[config.mk]
export PLATFORM = sky130hd
export DESIGN_NAME = wb_melody_player
export DESIGN_NICKNAME = d
export VERILOG_FILES = /design/src/rtl/wb_melody_player.sv
export SDC_FILE = /design/constraint.sdc
export NUM_CORES = 1
export LEC_CHECK = 0
export CAP_MARGIN = 30
export CORE_UTILIZATION = 45
export CTS_BUF_LIST = sky130_fd_sc_hd__clkbuf_4 sky130_fd_sc_hd__clkbuf_8 sky130_fd_sc_hd__clkbuf_16
export DETAILED_ROUTE_END_ITERATION = 10
export GPL_TIMING_DRIVEN = 0
export HOLD_SLACK_MARGIN = 0.08
export PLACE_DENSITY = 0.71
export SLEW_MARGIN = 20
export SYNTH_ARGS = -nofsm -noshare
export SYNTH_HDL_FRONTEND = slang
export SYNTH_SLANG_ARGS = --single-unit
[constraint.sdc]
create_clock -name clk -period 8.8 [get_ports clk]
set_input_delay 1.76 -clock clk [delete_from_list [all_inputs] [get_ports clk]]
set_output_delay 1.76 -clock clk [all_outputs]
set_load 0.01 [all_outputs]
[src/rtl/wb_melody_player.sv]
// wb_melody_player
// Wishbone bus master that walks a melody table in memory and plays each
// entry on the note-generator peripheral. Each table entry is two words:
// the frequency word, then the duration word in ticks. A non-zero
// frequency is written to the peripheral's freq register, followed by a
// go write (0) to its stop register. The note is held for the programmed
// number of ticks and then silenced with a stop write (1). A zero
// frequency is a rest: no freq or go write is made, but the stop write
// still follows the wait.
//
// Ports
//   clk, reset          clock and asynchronous active-high reset
//   start               one-cycle pulse, begins playback when idle
//   abort               one-cycle pulse, ends playback early
//   table_addr          byte address of the first entry (sampled on start)
//   note_count          number of entries (sampled on start)
//   busy                high from an accepted start until back in idle
//   done                one-cycle pulse when playback ends
//   m_cyc_o .. m_ack_i  Wishbone classic single-cycle master port
//
// Optional build macro: WB_MELODY_LOOP_EN. When it is defined, the table
// repeats from table_addr forever and playback ends only through abort.

module wb_melody_player #(
  parameter logic [31:0] NOTAS_BASE = 32'h0000_0000,
  parameter int          TICK_DIV   = 50000,
  parameter int          DUR_W      = 16
) (
  input  logic        clk,
  input  logic        reset,
  input  logic        start,
  input  logic        abort,
  input  logic [31:0] table_addr,
  input  logic [15:0] note_count,
  output logic        busy,
  output logic        done,
  output logic        m_cyc_o,
  output logic        m_stb_o,
  output logic        m_we_o,
  output logic [31:0] m_adr_o,
  output logic [3:0]  m_sel_o,
  output logic [31:0] m_dat_o,
  input  logic [31:0] m_dat_i,
  input  logic        m_ack_i
);

  typedef enum logic [2:0] {
    S_IDLE,
    S_RD_FREQ,
    S_RD_DUR,
    S_WR_FREQ,
    S_WR_GO,
    S_WAIT,
    S_WR_STOP,
    S_FIN
  } state_t;

  localparam logic [31:0]      PRESC_LAST = 32'(TICK_DIV - 1);
  localparam logic [DUR_W-1:0] DUR_ONE    = DUR_W'(1);
  localparam logic [31:0]      FREQ_ADDR  = NOTAS_BASE;
  localparam logic [31:0]      STOP_ADDR  = NOTAS_BASE + 32'h4;

  state_t           state;
  state_t           state_next;
  logic             phase;
  logic [31:0]      ptr;
  logic [15:0]      remaining;
  logic [31:0]      freq_r;
  logic [DUR_W-1:0] dur_r;
  logic             abort_pend;
  logic [31:0]      presc;
  logic [DUR_W-1:0] ticks;
`ifdef WB_MELODY_LOOP_EN
  logic [31:0]      first_addr;
  logic [15:0]      first_count;
`endif

  logic bus_state;
  logic req;
  logic abort_eff;
  logic wait_expired;

  // Every bus state runs one transfer in two phases: phase 0 holds the
  // request until ack, phase 1 is the mandatory idle cycle after it. The
  // state advances only out of phase 1.
  assign bus_state = (state == S_RD_FREQ) || (state == S_RD_DUR) ||
                     (state == S_WR_FREQ) || (state == S_WR_GO)  ||
                     (state == S_WR_STOP);
  assign req       = bus_state && !phase;

  // An abort arriving in the very cycle a decision is made still counts.
  assign abort_eff = abort_pend || abort;

  // Wait is dur_r * TICK_DIV cycles long; a zero duration still spends one
  // cycle in the state.
  assign wait_expired = (dur_r == '0) ||
                        ((presc == PRESC_LAST) && (ticks == dur_r - DUR_ONE));

  assign m_sel_o = 4'hF;

  always_ff @(posedge clk or posedge reset) begin
    if (reset) begin
      state <= S_IDLE;
    end else begin
      state <= state_next;
    end
  end

  always_comb begin
    state_next = state;
    unique case (state)
      S_IDLE: begin
        if (start) begin
          state_next = (note_count == 16'd0) ? S_FIN : S_RD_FREQ;
        end
      end
      S_RD_FREQ: begin
        if (phase) begin
          state_next = abort_eff ? S_WR_STOP : S_RD_DUR;
        end
      end
      S_RD_DUR: begin
        if (phase) begin
          if (abort_eff) begin
            state_next = S_WR_STOP;
          end else if (freq_r == 32'd0) begin
            state_next = S_WAIT;
          end else begin
            state_next = S_WR_FREQ;
          end
        end
      end
      S_WR_FREQ: begin
        if (phase) begin
          state_next = abort_eff ? S_WR_STOP : S_WR_GO;
        end
      end
      S_WR_GO: begin
        if (phase) begin
          state_next = abort_eff ? S_WR_STOP : S_WAIT;
        end
      end
      S_WAIT: begin
        if (abort_eff || wait_expired) begin
          state_next = S_WR_STOP;
        end
      end
      S_WR_STOP: begin
        if (phase) begin
          if (abort_eff) begin
            state_next = S_FIN;
          end else if (remaining == 16'd1) begin
`ifdef WB_MELODY_LOOP_EN
            state_next = S_RD_FREQ;
`else
            state_next = S_FIN;
`endif
          end else begin
            state_next = S_RD_FREQ;
          end
        end
      end
      S_FIN: begin
        state_next = S_IDLE;
      end
      default: begin
        state_next = S_IDLE;
      end
    endcase
  end

  // Bus outputs decode registered state only, so an asynchronous reset
  // drops cyc/stb at once and nothing combinationally follows m_ack_i.
  always_comb begin
    busy    = (state != S_IDLE);
    done    = (state == S_FIN);
    m_cyc_o = 1'b0;
    m_stb_o = 1'b0;
    m_we_o  = 1'b0;
    m_adr_o = 32'd0;
    m_dat_o = 32'd0;
    if (req) begin
      m_cyc_o = 1'b1;
      m_stb_o = 1'b1;
      unique case (state)
        S_RD_FREQ: begin
          m_adr_o = ptr;
        end
        S_RD_DUR: begin
          m_adr_o = ptr + 32'd4;
        end
        S_WR_FREQ: begin
          m_we_o  = 1'b1;
          m_adr_o = FREQ_ADDR;
          m_dat_o = freq_r;
        end
        S_WR_GO: begin
          m_we_o  = 1'b1;
          m_adr_o = STOP_ADDR;
          m_dat_o = 32'd0;
        end
        S_WR_STOP: begin
          m_we_o  = 1'b1;
          m_adr_o = STOP_ADDR;
          m_dat_o = 32'd1;
        end
        default: begin
          m_adr_o = 32'd0;
        end
      endcase
    end
  end

  // Datapath: transfer phase, captured table words, table pointer, the
  // pending abort flag and the tick prescaler used while waiting.
  always_ff @(posedge clk or posedge reset) begin
    if (reset) begin
      phase      <= 1'b0;
      ptr        <= 32'd0;
      remaining  <= 16'd0;
      freq_r     <= 32'd0;
      dur_r      <= '0;
      abort_pend <= 1'b0;
      presc      <= 32'd0;
      ticks      <= '0;
`ifdef WB_MELODY_LOOP_EN
      first_addr  <= 32'd0;
      first_count <= 16'd0;
`endif
    end else begin
      if (state_next != state) begin
        phase <= 1'b0;
      end else if (req && m_ack_i) begin
        phase <= 1'b1;
      end

      if (req && m_ack_i && (state == S_RD_FREQ)) begin
        freq_r <= m_dat_i;
      end
      if (req && m_ack_i && (state == S_RD_DUR)) begin
        dur_r <= m_dat_i[DUR_W-1:0];
      end

      if ((state == S_IDLE) || (state == S_FIN)) begin
        abort_pend <= 1'b0;
      end else if (abort) begin
        abort_pend <= 1'b1;
      end

      if ((state == S_IDLE) && start) begin
        ptr       <= table_addr;
        remaining <= note_count;
`ifdef WB_MELODY_LOOP_EN
        first_addr  <= table_addr;
        first_count <= note_count;
`endif
      end

      if ((state == S_WR_STOP) && phase && !abort_eff) begin
`ifdef WB_MELODY_LOOP_EN
        if (remaining == 16'd1) begin
          ptr       <= first_addr;
          remaining <= first_count;
        end else begin
          ptr       <= ptr + 32'd8;
          remaining <= remaining - 16'd1;
        end
`else
        ptr       <= ptr + 32'd8;
        remaining <= remaining - 16'd1;
`endif
      end

      // Prescaler and tick count sit at zero outside WAIT, so every wait
      // starts from a fresh prescaler phase.
      if (state != S_WAIT) begin
        presc <= 32'd0;
        ticks <= '0;
      end else if (presc == PRESC_LAST) begin
        presc <= 32'd0;
        ticks <= ticks + DUR_ONE;
      end else begin
        presc <= presc + 32'd1;
      end
    end
  end

endmodule

### Word level (Yosys, flattened, before mapping)

Cells that the tools add are included.

* register bits: 149
* input port bits: 85
* output and inout port bits: 73
* logic and storage cells: 91

* add/sub/neg operators: 6
* eq/ne operators: 12
* mux-type cells: 35
* reductions and logical operators: 29

Operators with widths (count)
* $mux 32: 6
* $pmux 32 s3: 1
* $mux 16: 4
* $pmux 32 s2: 1
* $mux 3: 13
* $add 32x1->32 const B: 1
* $add 32x3->32 const B: 1
* $add 32x4->32 const B: 1
* $eq 32x16->1 const B: 1
* $logic_not 16->1: 2
* $logic_not 32->1: 1
* $sub 16x1->16 const B: 2
* $pmux 3 s8: 1
* $add 16x1->16 const B: 1
* $eq 16x1->1 const B: 1
* $eq 16x16->1: 1
* $eq 3x3->1 const B: 4
* $logic_and 1x1->1: 8
* $logic_or 1x1->1: 8
* $reduce_bool 2->1: 4
* $mux 1: 7
* $eq 3x2->1 const B: 2
* $mux 2: 2
* $eq 3x1->1 const B: 1
* 7 further kinds: 8

### Longest topological paths before layout

Gate-level depths: netlist of run 1.

* word-level depth: 9
* mapped depth: 11
* gate-level depth less buffers: 10

### Least setup slack after synthesis of run 1

Ideal clock, no wire load.

* path type: register -> output
* start point: register ptr[4]
* end point: output port m_adr_o[17]
* arrival time: 2234 ps
* data required time: 7040 ps
* slack: 4806 ps
* stages on the path, launching flop included: 9
* path buffers: 0
* path through: dfrtp_1 > ha_1 > nand2_1 > nor3_1 > and4_1 > nand2_1 > or2_2 > or3_1 > a21oi_1

* cells in the longest elaborated chain, start to end: 3

Ends and longest elaborated chain
* start: declaration: RTL line 66 `logic [31:0] ptr;`
* start signal: assignment: RTL line 251 `ptr <= table_addr;`
* start signal: assignment: RTL line 269 `ptr <= ptr + 32'd8;`
* $add 32x3->32: RTL line 190 `m_adr_o = ptr + 32'd4;`
* $pmux 32 s3: RTL line 185 `unique case (state)`
* $mux 32: RTL line 182 `if (req) begin`
* end: declaration: RTL line 40 `output logic [31:0] m_adr_o,`

No other way between the ends.

### Final worst setup path of run 1

* start point: register ptr[3]
* end point: output port m_adr_o[25]

Same word-level chain as after synthesis.

==> results of run 1 <==
layout make-up:
cell class                 count  area share (%)
tap                          265            2.89
buffer                        71            2.55
inverter                      16           0.588
timing repair buffer         154            13.6
clock inverter                13            1.43
multi-input combinational    793            42.7
clock buffer                  18            3.82
sequential                   149            32.4
logic make-up (layout without fill, tap and decap cells):
logic type      Yosys count  count (layout)  share of synthesized area [%]
compound gates          204             204                           15.0
xor+xnor                 64              64                           6.24
fa+ha+maj                 9               9                           1.23
buf+inv                  87             272                           3.93
flops                   149             149                           41.5
mux                      48              48                           6.01
other cells               1               4                         0.0418
simple gates            464             464                           26.1
per-layer routing:
| layer | GRT usage [%] | up-vias |
|---|---|---|
| met5 | 0 | - |
| li1 | - | 4053 |
| met4 | 10.6 | 0 |
| met2 | 43.7 | 428 |
| met3 | 5.53 | 62 |
| met1 | 35.3 | 4078 |
power by group:
part	leakage [nW]	internal (mW)	switching (mW)
clock network	0.289	0.434	0.322
registers	1.91	0.905	0.223
logic	2.16	0.678	0.791
critical path, delay by kind of cell (launching register included):
| family | cells | cell delay, ns |
|---|---|---|
| adder cells (fa/ha/maj) | 1 | 0.29 |
| AND/OR/NAND/NOR | 6 | 1.43 |
| buffers and inverters | 1 | 0.62 |
| flip-flops | 1 | 0.44 |
| AO/OA/AOI/OAI | 2 | 0.56 |
how the worst max path moves through the flow:
stage | startpoint | end | depth (start not counted)
floorplan | reset | abort_pend | 1
global placement | reset | remaining[13] | 2
detailed placement | ptr[3] | m_adr_o[25] | 10
CTS | ptr[3] | m_adr_o[25] | 10
global route | ptr[3] | m_adr_o[25] | 10
finish | ptr[3] | m_adr_o[25] | 10
synthesized netlist by cell type (8+ instances only):
master / number
or3_1: 16
o21ai_0: 55
mux2_2: 47
o311ai_0: 14
nor3_1: 33
a221o_1: 16
and2_1: 39
nand4_1: 24
nand2_1: 121
xor2_1: 37
nand3_1: 39
clkbuf_1: 57
o211ai_1: 12
ha_1: 8
a21oi_1: 52
a311oi_1: 12
inv_1: 16
nor2_1: 101
dfrtp_1: 149
xnor2_1: 27
a31oi_1: 14
nor4_1: 26
and3_1: 26
registers in the layout, indices dropped and copies added, names as in the netlist, 3 cells and up:
register	count
presc	32
remaining	16
freq_r	32
dur_r	16
ticks	16
state	3
ptr	32
==> run_results.csv, run 1 <==
group,metric,value,unit
outcome,status,"finished, final reports clean",
detailed_routing,routed_wirelength,26600,um
sta,tightest_slew,0.793,ns
cells_and_area,area_delta_synth_final,28.0,%
cells_and_area,antenna_cells,0,
power_and_ir_drop,peakVddDrop,0.187,mV
grt,grt_antenna_before_repair,0,
hold_path,hold_end,"ptr[1]",
setup_path,critPathLaunchType,"flip-flop",
flow_run,drv_cap,0,
sta,final_hold_viol_count,0,
cells_and_area,final_cells,1479,
sta,fin_crit,5.55,ns
setup_path,worstPathMaxFanout,6,
sta,final_max_slew_viol_count,0,
synth,synth_ff_type,"dfrtp_1",
power_and_ir_drop,power_leakage,4.36,nW
sta,setup_viol,0,
grt,grt_max_degree,104,
power_and_ir_drop,finalPower,3.35,mW
cells_and_area,drive_gt1_share,8.81,%
synth,ys_types,62,
detailed_routing,antenna_left,0,
setup_path,slowest_delay,0.62,ns
cells_and_area,final_common_cell,"clkdlybuf4s50_1",
cells_and_area,fill_cells,1750,
setup_path,slowest_stage,"clkdlybuf4s50_1",
clock_network,htree_levels,4,
grt,grt_pass1_wl,43000,um
die,pin_count,158,
detailed_routing,wl_per_cell,18.0,um
clock_network,cts.sinks,149,
cells_and_area,layout_common_cells,"clkdlybuf4s50_1, dfrtp_1, nand2_1",
detailed_routing,drc,0,
hold_path,holdPathStages,2,
detailed_routing,wl_met3,2260,um
die,dieArea,20500,um^2
sta,relSlewSlack,47.0,%
detailed_routing,wl_met2,12300,um
sta,fmax,0.180,GHz
placement,gp_congestion,0.939,
detailed_routing,vias,8621,
sta,setup-tns-final,0,ns
synth,ys_seq_elements,149,
placement,numPortBuffers,153,
hold_path,hold_path.class,"flip-flop to flip-flop",
clock_network,cts_buffers,17,
placement,place_inst,1448,
die,initial_core_util,46.0,%
clock_network,cts_tree,"yes",
die,fp.coreArea,19500,um^2
die,chipWidth,143,um
synth,avgSynthCellArea,8.75,um^2
detailed_routing,drt_iter0_markers,818,
setup_path,cp_data_required_time,7.04,ns
clock_network,cts_setup_buffers,0,
cells_and_area,nNetsFinal,1295,
synth,yosysTopAreaCell,"dfrtp_1",
clock_network,path_clk_slew,0.07,ns
clock_network,post_cts_resized,0,
synth,synthCells,1026,
sta,skew,0.0102,ns
detailed_routing,viasPerCell,5.83,
synth,ys_seq_area_share,41.5,%
grt,grt-ovfl-total,0,
setup_path,path_cells,"ha_1 > nand2_1 > nor3_1 > and4_1 > and2_1 > nand3_1 > nor2_1 > a31oi_1 > a311oi_1 > clkdlybuf4s50_1",
die,rows,51,
clock_network,clock_latency,0.43,ns
setup_path,rrSetupSlack,5.88,ns
setup_path,crit_type,"flip-flop to output pin",
grt,grt_usage,27.0,%
synth,post-synth-top-area-fraction,41.5,%
cells_and_area,post-route-util,58.8,%
cells_and_area,design_area,11500,um^2
cells_and_area,seq_area,3730,um^2
sta,whs,0.476,ns
sta,rsz0062_at_grt,"false",
detailed_routing,dr.pass1.iters,5,
cells_and_area,multiInputGateArea,4910,um^2
power_and_ir_drop,p_per_area,292,nW/um^2
setup_path,arrival,3.79,ns
placement,place_ws,3.79,ns
clock_network,cts_hold_buf,0,
sta,fin_ws,3.25,ns
setup_path,rr_worst_depth,7,
hold_path,min_from,"ptr[1]",
synth,async_flop_share,100,%
die,die_h,143,um
synth,synth_edf_count,0,
clock_network,clockRootBuffer,"clkbuf_16",
detailed_routing,topRoutingLayerUsed,"met4",
placement,placed_cell_area,10900,um^2
synth,yosys_warnings,0,
sta,period_share,63.0,%
setup_path,r2r-end,"remaining[14]",
grt,grt_pass1_vias,8182,
setup_path,end_kind,"output pin",
detailed_routing,met1Wirelength,11300,um
synth,synthesis.area,8980,um^2
placement,hpwl,19400,um
clock_network,clk_path_buf_depth,2,
synth,synth_area_leaders,"dfrtp_1, mux2_2, nand2_1",
setup_path,r2r_start,"abort_pend",
Power figures use the tool's default switching activity.
==> run 2, diff against run 1 <==
==> constraint.sdc (replaced) <==
create_clock -name clk -period 5.15 [get_ports clk]
set_input_delay 1.03 -clock clk [delete_from_list [all_inputs] [get_ports clk]]
set_output_delay 1.03 -clock clk [all_outputs]
set_load 0.01 [all_outputs]
==> results of run 2 <==
The final DEF is identical to that of run 1. Status: finished, final reports clean.
Main changes from that run: setup slack after placement 3.79 ns -> 0.874 ns; setup slack after layout 3.25 ns -> 0.332 ns; register-to-register setup slack 5.88 ns -> 2.23 ns; total power 3.35 mW -> 5.73 mW; worst IR drop on VDD 0.187 mV -> 0.320 mV
==> run 3, diff against run 2 <==
==> constraint.sdc (replaced) <==
create_clock -name clk -period 5.15 [get_ports clk]
set_input_delay 1.03 -clock clk [delete_from_list [all_inputs] [get_ports clk]]
set_output_delay 1.03 -clock clk [all_outputs]
set_load 0.05 [all_outputs]
==> run_results.csv, run 3 (synthesized netlist as in run 1, its figures left out) <==
group,metric,value,unit
cells_and_area,fill_cells,1749,
hold_path,hold_path.class,"flip-flop to flip-flop",
setup_path,cp_common_cell,"nand2_1",
setup_path,rrSetupSlack,2.23,ns
setup_path,worstPathMaxFanout,6,
setup_path,cp_data_required_time,4.12,ns
sta,relSlewSlack,47.0,%
clock_network,htree_levels,4,
detailed_routing,drt_iter0_markers,818,
detailed_routing,antenna_left,0,
setup_path,path_cells,"ha_1 > nand2_1 > nor3_1 > and4_1 > nand2_1 > or2_2 > or3_1 > a21oi_1 > clkdlybuf4s50_1",
die,dieArea,20500,um^2
grt,grt_antenna_before_repair,0,
detailed_routing,dr.pass1.iters,6,
grt,grt_pass1_wl,43000,um
sta,final_max_slew_viol_count,0,
setup_path,critical_path.top_delay_family,"simple AND/OR/NAND/NOR gates",
clock_network,cts.sinks,149,
cells_and_area,nNetsFinal,1295,
cells_and_area,drive_gt1_share,8.81,%
placement,numPortBuffers,153,
setup_path,path_buf_inv,1,
cells_and_area,final_common_cell,"clkdlybuf4s50_1",
hold_path,min_from,"ptr[1]",
detailed_routing,drc,0,
cells_and_area,area_delta_synth_final,28.0,%
placement,place_ws,0.607,ns
power_and_ir_drop,power_leakage,4.38,nW
hold_path,hold_end,"ptr[1]",
sta,setup_viol,0,
setup_path,r2r_start,"abort_pend",
sta,fin_crit,4.85,ns
cells_and_area,layout_common_cells,"clkdlybuf4s50_1, dfrtp_1, nand2_1",
sta,rsz0062_at_grt,"false",
clock_network,path_clk_slew,0.07,ns
clock_network,clockRootBuffer,"clkbuf_16",
clock_network,post_cts_resized,0,
cells_and_area,seq_area,3730,um^2
die,fp.coreArea,19500,um^2
clock_network,cts_setup_buffers,0,
die,rows,51,
setup_path,crit_type,"flip-flop to output pin",
grt,grt_usage,27.0,%
grt,grt-ovfl-total,0,
clock_network,clock_latency,0.43,ns
sta,tightest_slew,0.793,ns
cells_and_area,antenna_cells,0,
grt,grt_pass1_vias,8182,
placement,gp_congestion,0.939,
setup_path,rr_worst_depth,7,
setup_path,r2r-end,"remaining[14]",
sta,final_hold_viol_count,0,
setup_path,end_kind,"output pin",
die,initial_core_util,46.0,%
sta,fmax,0.206,GHz
detailed_routing,viasPerCell,5.82,
die,pin_count,158,
cells_and_area,top_regs,"freq_r: 32 flops, presc: 32 flops, ptr: 32 flops",
clock_network,clk_path_buf_depth,2,
sta,fin_ws,0.302,ns
detailed_routing,routed_wirelength,26600,um
sta,period_share,94.1,%
detailed_routing,vias,8606,
power_and_ir_drop,p_per_area,551,nW/um^2
power_and_ir_drop,peakVddDrop,0.423,mV
die,die_h,143,um
clock_network,cts_tree,"yes",
setup_path,slowest_stage,"clkdlybuf4s50_1",
outcome,status,"finished, final reports clean",
placement,hpwl,19400,um
sta,skew,0.0122,ns
setup_path,arrival,3.82,ns
sta,setup-tns-final,0,ns
cells_and_area,multiInputGateArea,4910,um^2
setup_path,slowest_delay,0.82,ns
grt,grt_max_degree,104,
flow_run,drv_cap,0,
clock_network,cts_hold_buf,0,
die,chipWidth,143,um
detailed_routing,wl_per_cell,18.0,um
hold_path,holdPathStages,2,
clock_network,cts_buffers,17,
setup_path,critPathLaunchType,"flip-flop",
run 3: cell count changes in the layout (fill, tap and decap cells not counted), sizes merged:
cell           delta
dlymetal6s2s      +1
clkdlybuf4s50     -1
run 3: tightest hold or removal path, cell delays in order (launching register included):
cell     delay [ns]
dfrtp_1        0.34
nand2_1        0.05
nand2_1        0.06
run 3: final cells by class:
| class | count | area share [%] |
|---|---|---|
| multi-input combinational | 793 | 42.7 |
| sequential | 149 | 32.4 |
| timing repair buffer | 154 | 13.6 |
| clock buffer | 18 | 3.82 |
| tap | 265 | 2.88 |
| buffer | 71 | 2.55 |
| clock inverter | 13 | 1.43 |
| inverter | 16 | 0.588 |
run 3: report_power, final:
group | switching (mW) | internal [mW]
combinational | 1.96 | 1.16
clock | 0.551 | 0.742
sequential | 0.381 | 1.55
total | 2.89 | 3.44
run 3: through the flow:
stage | hold slack, ns | power [mW] | std cells | cell area (um^2) | utilization [%]
global route | 0.515 | 6.69 | 1479 | 11500 | 58.9
CTS | 0.479 | 6.31 | 1479 | 11500 | 58.8
global placement | 0.455 | 4.95 | 1447 | 10900 | 55.6
finish | 0.476 | 6.33 | 1479 | 11500 | 58.9
floorplan | 0.437 | 4.01 | 1029 | 8990 | -
detailed placement | 0.465 | 5.00 | 1448 | 10900 | 55.8
run 3: worst max-delay path by stage:
stage / from / endpoint / slack (ns) / cells after the start
2_1_floorplan: reset / abort_pend / 0.11 / 1
3_3_place_gp: reset / remaining[13] / -2.09 / 2
3_5_place_dp: ptr[3] / m_adr_o[25] / 0.61 / 10
4_1_cts: ptr[3] / m_adr_o[25] / 0.15 / 10
5_1_grt: ptr[3] / m_adr_o[27] / 0.10 / 10
6_report: ptr[3] / m_adr_o[17] / 0.30 / 9
run 3: routing by layer:
metal | GRT usage, % | wire length [um] | vias up
met3 | 5.53 | 2160 | 55
met5 | 0 | 0 | -
met4 | 10.6 | 743 | 0
met2 | 43.7 | 12300 | 415
li1 | - | - | 4051
met1 | 35.3 | 11400 | 4085
